--- config.mk ---
export PLATFORM = sky130hd
export DESIGN_NAME = snake_collision_scanner
export DESIGN_NICKNAME = d
export VERILOG_FILES = /design/src/rtl/snake_collision_scanner.sv
export SDC_FILE = /design/constraint.sdc
export NUM_CORES = 1
export LEC_CHECK = 0
export CAP_MARGIN = 20
export CORE_MARGIN = 10
export CORE_UTILIZATION = 47
export CTS_CLUSTER_DIAMETER = 80
export DETAILED_ROUTE_END_ITERATION = 12
export PLACE_DENSITY = 0.87
export SETUP_SLACK_MARGIN = 0.15
export SKIP_CTS_REPAIR_TIMING = 1
export SYNTH_ARGS = -nofsm -noshare
export SYNTH_HDL_FRONTEND = slang
export SYNTH_SLANG_ARGS = --single-unit
--- constraint.sdc ---
create_clock -name clk -period 4.25 [get_ports clk]
set_clock_uncertainty 0.1 [all_clocks]
set_input_delay 0.85 -clock clk [delete_from_list [all_inputs] [get_ports clk]]
set_output_delay 0.85 -clock clk [all_outputs]
set_load 0.01 [all_outputs]
--- src/rtl/snake_collision_scanner.sv ---
// Purpose: time-shares one 20-bit equality comparator to run the head-vs-food and head-vs-body checks for each snake move.
// Latency: done pulses 2 cycles after accept for an empty body, N+2 cycles for N segments, k+3 cycles for a first hit at segment k.
// Backpressure: no queuing; start is only accepted in IDLE or DONE and is ignored while busy.
module snake_collision_scanner #(
    parameter int MAX_LEN = 64,
    parameter int ADDR_W  = 6
) (
    input  logic              clk,
    input  logic              rst,
    input  logic              start,
    input  logic [19:0]       head_pos,
    input  logic [19:0]       food_pos,
    input  logic [ADDR_W:0]   length,
    output logic [ADDR_W-1:0] seg_addr,
    output logic              seg_rd_en,
    input  logic [19:0]       seg_data,
    output logic [19:0]       cmp_a,
    output logic [19:0]       cmp_b,
    input  logic              cmp_eq,
    output logic              busy,
    output logic              done,
    output logic              food_hit,
    output logic              self_hit
);

    typedef enum logic [1:0] {
        IDLE = 2'd0,
        FOOD = 2'd1,
        SCAN = 2'd2,
        DONE = 2'd3
    } state_t;

    // MAX_LEN expressed in the width of the length bus, for clamping.
    localparam logic [ADDR_W:0] MAX_L = (ADDR_W+1)'(MAX_LEN);

    state_t          state;
    state_t          state_nxt;
    logic [19:0]     head_r;
    logic [19:0]     food_r;
    logic [ADDR_W:0] len_r;
    logic [ADDR_W:0] idx;
    logic [ADDR_W:0] idx_p1;
    logic            accept;
    logic            idx_inc;
    logic            self_set;

    // idx is one bit wider than the address so idx+1 can be compared against len_r without wrapping.
    assign idx_p1 = idx + 1'b1;
    assign busy   = (state == FOOD) || (state == SCAN);
    assign done   = (state == DONE);

    // Next state, comparator operands and RAM read strobe; all decided from the current state and registers.
    always_comb begin
        state_nxt = state;
        seg_rd_en = 1'b0;
        seg_addr  = '0;
        cmp_a     = 20'd0;
        cmp_b     = 20'd0;
        accept    = 1'b0;
        idx_inc   = 1'b0;
        self_set  = 1'b0;
        case (state)
            IDLE, DONE: begin
                if (start) begin
                    accept    = 1'b1;
                    state_nxt = FOOD;
                end else if (state == DONE) begin
                    state_nxt = IDLE;
                end
            end
            FOOD: begin
                cmp_a = head_r;
                cmp_b = food_r;
                if (len_r != '0) begin
                    // Segment 0 is requested here so its data lines up with the first SCAN cycle.
                    seg_rd_en = 1'b1;
                    state_nxt = SCAN;
                end else begin
                    state_nxt = DONE;
                end
            end
            SCAN: begin
                cmp_a = head_r;
                cmp_b = seg_data;
                if (cmp_eq) begin
                    // Early exit: a hit suppresses the next read.
                    self_set  = 1'b1;
                    state_nxt = DONE;
                end else if (idx_p1 < len_r) begin
                    seg_rd_en = 1'b1;
                    seg_addr  = idx_p1[ADDR_W-1:0];
                    idx_inc   = 1'b1;
                end else begin
                    state_nxt = DONE;
                end
            end
            default: state_nxt = IDLE;
        endcase
    end

    // State register plus the sampled operands, scan index and result flags.
    always_ff @(posedge clk or posedge rst) begin
        if (rst) begin
            state    <= IDLE;
            head_r   <= 20'd0;
            food_r   <= 20'd0;
            len_r    <= '0;
            idx      <= '0;
            food_hit <= 1'b0;
            self_hit <= 1'b0;
        end else begin
            state <= state_nxt;
            if (accept) begin
                head_r   <= head_pos;
                food_r   <= food_pos;
                len_r    <= (length > MAX_L) ? MAX_L : length;
                idx      <= '0;
                food_hit <= 1'b0;
                self_hit <= 1'b0;
            end else begin
                if (state == FOOD) begin
                    food_hit <= cmp_eq;
                end
                if (idx_inc) begin
                    idx <= idx_p1;
                end
                if (self_set) begin
                    self_hit <= 1'b1;
                end
            end
        end
    end

endmodule

* Yosys cells after proc, flatten, opt, wreduce, memory -nomap -nowiden
Cells that the tools add are included.
** Word-level totals
- Register bits :: 58
- Bits of input ports :: 71
- Output and inout bits :: 51
- Word-level logic and storage cells :: 51
** Cells by class
- $add $sub $neg :: 1
- Magnitude comparators :: 2
- Eq/ne operators :: 5
- Muxes and demuxes :: 27
- Reductions and logical operators :: 9
** Operators by type and width (number)
- 20-bit one-hot mux with 2 select lines :: 1
- 7-bit 2-to-1 mux :: 3
- 20-bit 2-to-1 mux :: 1
- 6-bit 2-to-1 mux :: 3
- 1-bit 2-to-1 mux :: 13
- 2-bit 2-to-1 mux :: 4
- 7-bit by 1-bit adder with 7-bit output, second input constant :: 1
- 7-bit > comparator, second input constant :: 1
- 7-bit < comparator :: 1
- 7-bit nonzero test :: 1
- 3-bit != test, second input constant :: 2
- 2-bit one-hot mux with 3 select lines :: 1
- 2-bit nonzero test :: 3
- 2-bit equality test, second input constant :: 2
- 2-bit OR reduction :: 2
- 2-bit by 1-bit equality test with 1-bit output, second input constant :: 1
- 2-bit zero test :: 1
- 1-bit one-hot mux with 2 select lines :: 1
- 2-bit AND reduction :: 1
- 1-bit logical OR :: 1

* Longest topological paths before layout
- Depth after elaboration :: 7
- Gate-level depth with buffers :: 12

* Worst setup path before layout
No wires, ideal clock.
- Path kind :: reg-to-output
- Start point :: reg idx[0]
- End point :: out seg_addr[2]
- Data arrival time :: 2241 ps
- Data required time :: 3300 ps
- Setup slack :: 1059 ps
- Cell stages (with the launch flop) :: 11
- Cell sequence :: dfrtp_1 ha_1 nand3_1 inv_1 nand3_1 xnor2_1 ha_1 a211oi_2 o211ai_1 a21oi_1 and2_1
** Between the ends
- Word-level cells in the longest chain between the ends :: 5
** RTL lines
- from (decl) :: line 41 : logic [ADDR_W:0] idx;
- from (signal assigned) :: line 125 : idx <= idx_p1;
- 7-bit by 1-bit adder with 7-bit output * :: line 48 : assign idx_p1 = idx + 1'b1;
- 7-bit < comparator :: line 89 : end else if (idx_p1 < len_r) begin
- 6-bit 2-to-1 mux * :: line 89
- 6-bit 2-to-1 mux * :: line 85 : if (cmp_eq) begin
- 6-bit 2-to-1 mux * :: line 62 : case (state)
- to (decl) :: line 14 : output logic [ADDR_W-1:0] seg_addr,
Mark *: on every way between the ends. The rest lies on a longest branch, timed or not.

* Worst setup path in the final report
- Start point :: reg idx[0]
- End point :: out seg_addr[4]
Same word-level chain as after synthesis.

==> results <==
- The flow ran to the end, and the final reports show no timing, DRC or antenna violations.
- The final weighted congestion in routability-driven placement is 0.906.
- Using the TritonRoute via totals, the vias-per-cell ratio works out to 5.01.
- Once detailed placement completed, the half-perimeter wirelength came to 6650 um.
- The worst setup path is launched from a flop.
- In this run the worst path has a maximum fanout of 5.
- The sum of negative setup slack is 0 ns.
- Summing all multi-input logic gate instances after layout gives 0.00141 sq mm.
- In the synthesized netlist, the number of instances is 363.
- The clock latency at the later pin of the worst-skew pair is 0.33 ns.
- The areal power density over the cells is 720 mW/mm^2.
- The clock buffer count from CTS is 9.
- For the pin with the worst max-slew slack, the measured transition is 0.854 ns.
- The detail-routed net length per standard cell is 16.1 um.
- The part of the cycle the worst path needs is 92.8%.
- The setup check on the worst reg-to-reg path leaves a slack of 1.35 ns.
- The die is 99.5 um tall.
- The total chip power is 3240 uW.
- In this run the standard cell core region covers 0.00603 sq mm.
- The number of pins exceeding their max-slew limit in the final report is 0.
- Entering global routing, the biggest net connects 40 pins.
- For this configuration, the core starts out at a cell density of 49.3%.
- After synthesis the netlist holds a flip-flop and latch count of 58.
- The critical path is of the flop to primary output type.
- The via count of the first global-routing pass is 2846.
- After clock tree synthesis, the clock-pin slew on the worst setup and hold paths is 0.07 ns.
- Of the cells placed in the final design, the portion with a size suffix greater than 1 is 6.73%.
- In the global route stage, overall resource usage came out at 17.9%.
- The number of different library cells used by synthesis comes to 28.
- The via count is 2833.
- The cell area after synthesis is 0.00297 sq mm.
- The clock sink count is 58.
- After detailed routing, the number of remaining DRC violations is 0.
- The tool flagged a number of max-cap violations equal to 0.
- The number of input and output port buffers inserted is 121.
- The required time of the critical path is 3.30 ns.
- The I/O pin total is 122.
- The detailed router finished its first iteration with 137 violations.
- The iteration count of the initial detailed-routing pass is 4.
- VDD sags by at most 0.000658 V.
- The antenna diode instance count is 0.
- The tree is rooted in a sky130_fd_sc_hd__clkbuf_8.
- The mean area per synthesized cell is 8.19 sq um.
- Setup violations remaining at the end of the flow were counted as 0.
- The number of nets produced by synthesis is 444.
- The first global-routing pass estimated 14500 um of wire.
- The number of cell rows is 28.
- The initial antenna violation count was 0.
- The aggregate global routing overflow is 0.
- The number of synthesis warnings is 0.
- The worst min-delay path class is flop to flop.
- The library cells used most frequently in the layout, excluding fill and tap cells, are 129 x sky130_fd_sc_hd__nand2_1, 118 x sky130_fd_sc_hd__clkdlybuf4s50_1, 57 x sky130_fd_sc_hd__dfrtp_1, 28 x sky130_fd_sc_hd__nor2_1.
- After layout, the minimum clock period comes to 3.94 ns.
- The count of fill cells added during filler insertion is 452.
- For this run, the share of the core covered by cells in the final layout is 74.8%.
- Leaving out fill and tap cells, the most frequent cell in the layout is sky130_fd_sc_hd__nand2_1.
- Setup repair after global routing left no endpoint under its margin.
- For this block, the routed nets add up to 9080 um of wire.
- The buffer levels on the longest clock path is 2.
- The count of nets after finishing is 566.
- Summing all flip-flop and latch instances after layout gives 0.00145 sq mm.
- The leakage power summed over all cells is 0.00214 uW.
- The clock tree synthesis step divided the H-tree into 3 levels.
- Measured against its own limit, the worst slew margin works out to 43.1%.
- For this run, the top clock speed supported by timing is 254 MHz.
- TritonCTS built the clock tree.
- The signed area change from the synthesized netlist to the final layout is 51.6%.
- At the worst endpoint, the arrival time is 2.99 ns.
- The area enclosed by the die boundary is 0.00990 sq mm.
- The worst setup path is captured at a primary output.
- The number of hold violations in the final report is 0.
- The die is 99.5 um wide.
- The remaining antenna violation count after routing is 0.
- The portion of the post-synthesis area used by sequential elements is 48.8%.
==> state kept, by name, indices dropped and copies added (netlist names) <==
name / cells
idx: 7
food_hit: 1
state: 2
head_r: 20
food_r: 20
len_r: 7
self_hit: 1
==> worst paths after layout <==
check / start / cells past startpoint / to
min: head_r[4] / 2 / head_r[4]
max in group asynchronous: rst / 3 / food_r[19]
max: idx[0] / 12 / seg_addr[4]
max reg2reg: state[0] / 7 / len_r[5]
min in group asynchronous: rst / 2 / head_r[14]
min reg2reg: head_r[4] / 2 / head_r[4]
==> critical path: stages, from the launching register on <==
cell and delay (ns):
sky130_fd_sc_hd__dfrtp_2 0.42, sky130_fd_sc_hd__ha_4 0.16, sky130_fd_sc_hd__nand3_2 0.11, sky130_fd_sc_hd__inv_1 0.07, sky130_fd_sc_hd__nand3_1 0.12, sky130_fd_sc_hd__xnor2_1 0.15
sky130_fd_sc_hd__ha_1 0.30, sky130_fd_sc_hd__a211oi_2 0.22, sky130_fd_sc_hd__o211ai_1 0.15, sky130_fd_sc_hd__a21oi_2 0.16, sky130_fd_sc_hd__buf_4 0.14, sky130_fd_sc_hd__and2_1 0.12
sky130_fd_sc_hd__clkdlybuf4s50_1 0.53
==> area by class of cell <==
class | count | area share, %
Clock inverter | 5 | 1.19
Inverter | 15 | 1.25
Multi-Input combinational cell | 270 | 31.3
Tap cell | 75 | 2.08
Clock buffer | 11 | 3.14
Sequential cell | 58 | 32.2
Timing Repair Buffer | 131 | 28.8
==> cells in the mapped netlist <==
cell type	count	area, sq um
sky130_fd_sc_hd__xnor2_1	4	35.0
sky130_fd_sc_hd__a21o_1	1	7.51
sky130_fd_sc_hd__o2bb2ai_1	1	8.76
sky130_fd_sc_hd__o21ai_0	15	75.1
sky130_fd_sc_hd__inv_1	15	56.3
sky130_fd_sc_hd__a22oi_1	20	150
sky130_fd_sc_hd__clkbuf_1	17	63.8
sky130_fd_sc_hd__buf_2	1	5.00
sky130_fd_sc_hd__o21ai_1	1	5.00
sky130_fd_sc_hd__a211oi_2	1	12.5
sky130_fd_sc_hd__nor2_1	29	109
sky130_fd_sc_hd__o211ai_1	1	7.51
sky130_fd_sc_hd__xor2_1	2	17.5
sky130_fd_sc_hd__nand3_1	3	15.0
sky130_fd_sc_hd__a211oi_1	1	7.51
sky130_fd_sc_hd__ha_1	10	125
sky130_fd_sc_hd__nor2b_1	20	125
sky130_fd_sc_hd__a21oi_1	13	65.1
sky130_fd_sc_hd__or4_1	1	7.51
sky130_fd_sc_hd__buf_1	1	3.75
sky130_fd_sc_hd__mux2i_1	1	10.0
sky130_fd_sc_hd__or3_1	6	37.5
sky130_fd_sc_hd__nand2b_1	1	6.26
sky130_fd_sc_hd__nand2_1	129	484
sky130_fd_sc_hd__dfrtp_1	58	1450
sky130_fd_sc_hd__nand3b_1	5	37.5
sky130_fd_sc_hd__and2_1	5	31.3
sky130_fd_sc_hd__buf_6	1	11.3
==> stage by stage <==
stage	hold slack (ns)	setup WS, ns	instance area, sq um	cells
6_report	0.368	0.308	4510	565
5_1_grt	0.394	0.109	4510	565
4_1_cts	0.371	0.104	4450	562
3_5_place_dp	0.355	0.470	4250	546
3_3_place_gp	0.349	0.541	4250	546
2_1_floorplan	0.338	1.06	2970	363
==> cell families after synthesis <==
kind of cell / after synthesis / synth area share (%)
flip-flops: 58 / 48.8
AND/OR/NAND/NOR: 199 / 28.7
buffers and inverters: 35 / 4.72
AO/OA/AOI/OAI: 54 / 11.4
adder cells (fa/ha/maj): 10 / 4.21
XOR/XNOR: 6 / 1.77
multiplexers: 1 / 0.337
==> layer usage <==
layer / vias up / track usage (%) / routed length [um] / share of wire, %
met5: - / 0 / 0 / 0
li1: 1414 / - / - / -
met4: 0 / 6.95 / 82 / 0.90
met2: 92 / 28.6 / 4360 / 48
met1: 1323 / 21.2 / 3780 / 42
met3: 4 / 6.92 / 862 / 9.5
==> where the power goes <==
group | internal (uW) | switching (uW) | total (uW)
Combinational | 833 | 992 | 1830
Sequential | 793 | 128 | 921
Clock | 285 | 212 | 497
Note: power is estimated with default switching activity, not from simulation.
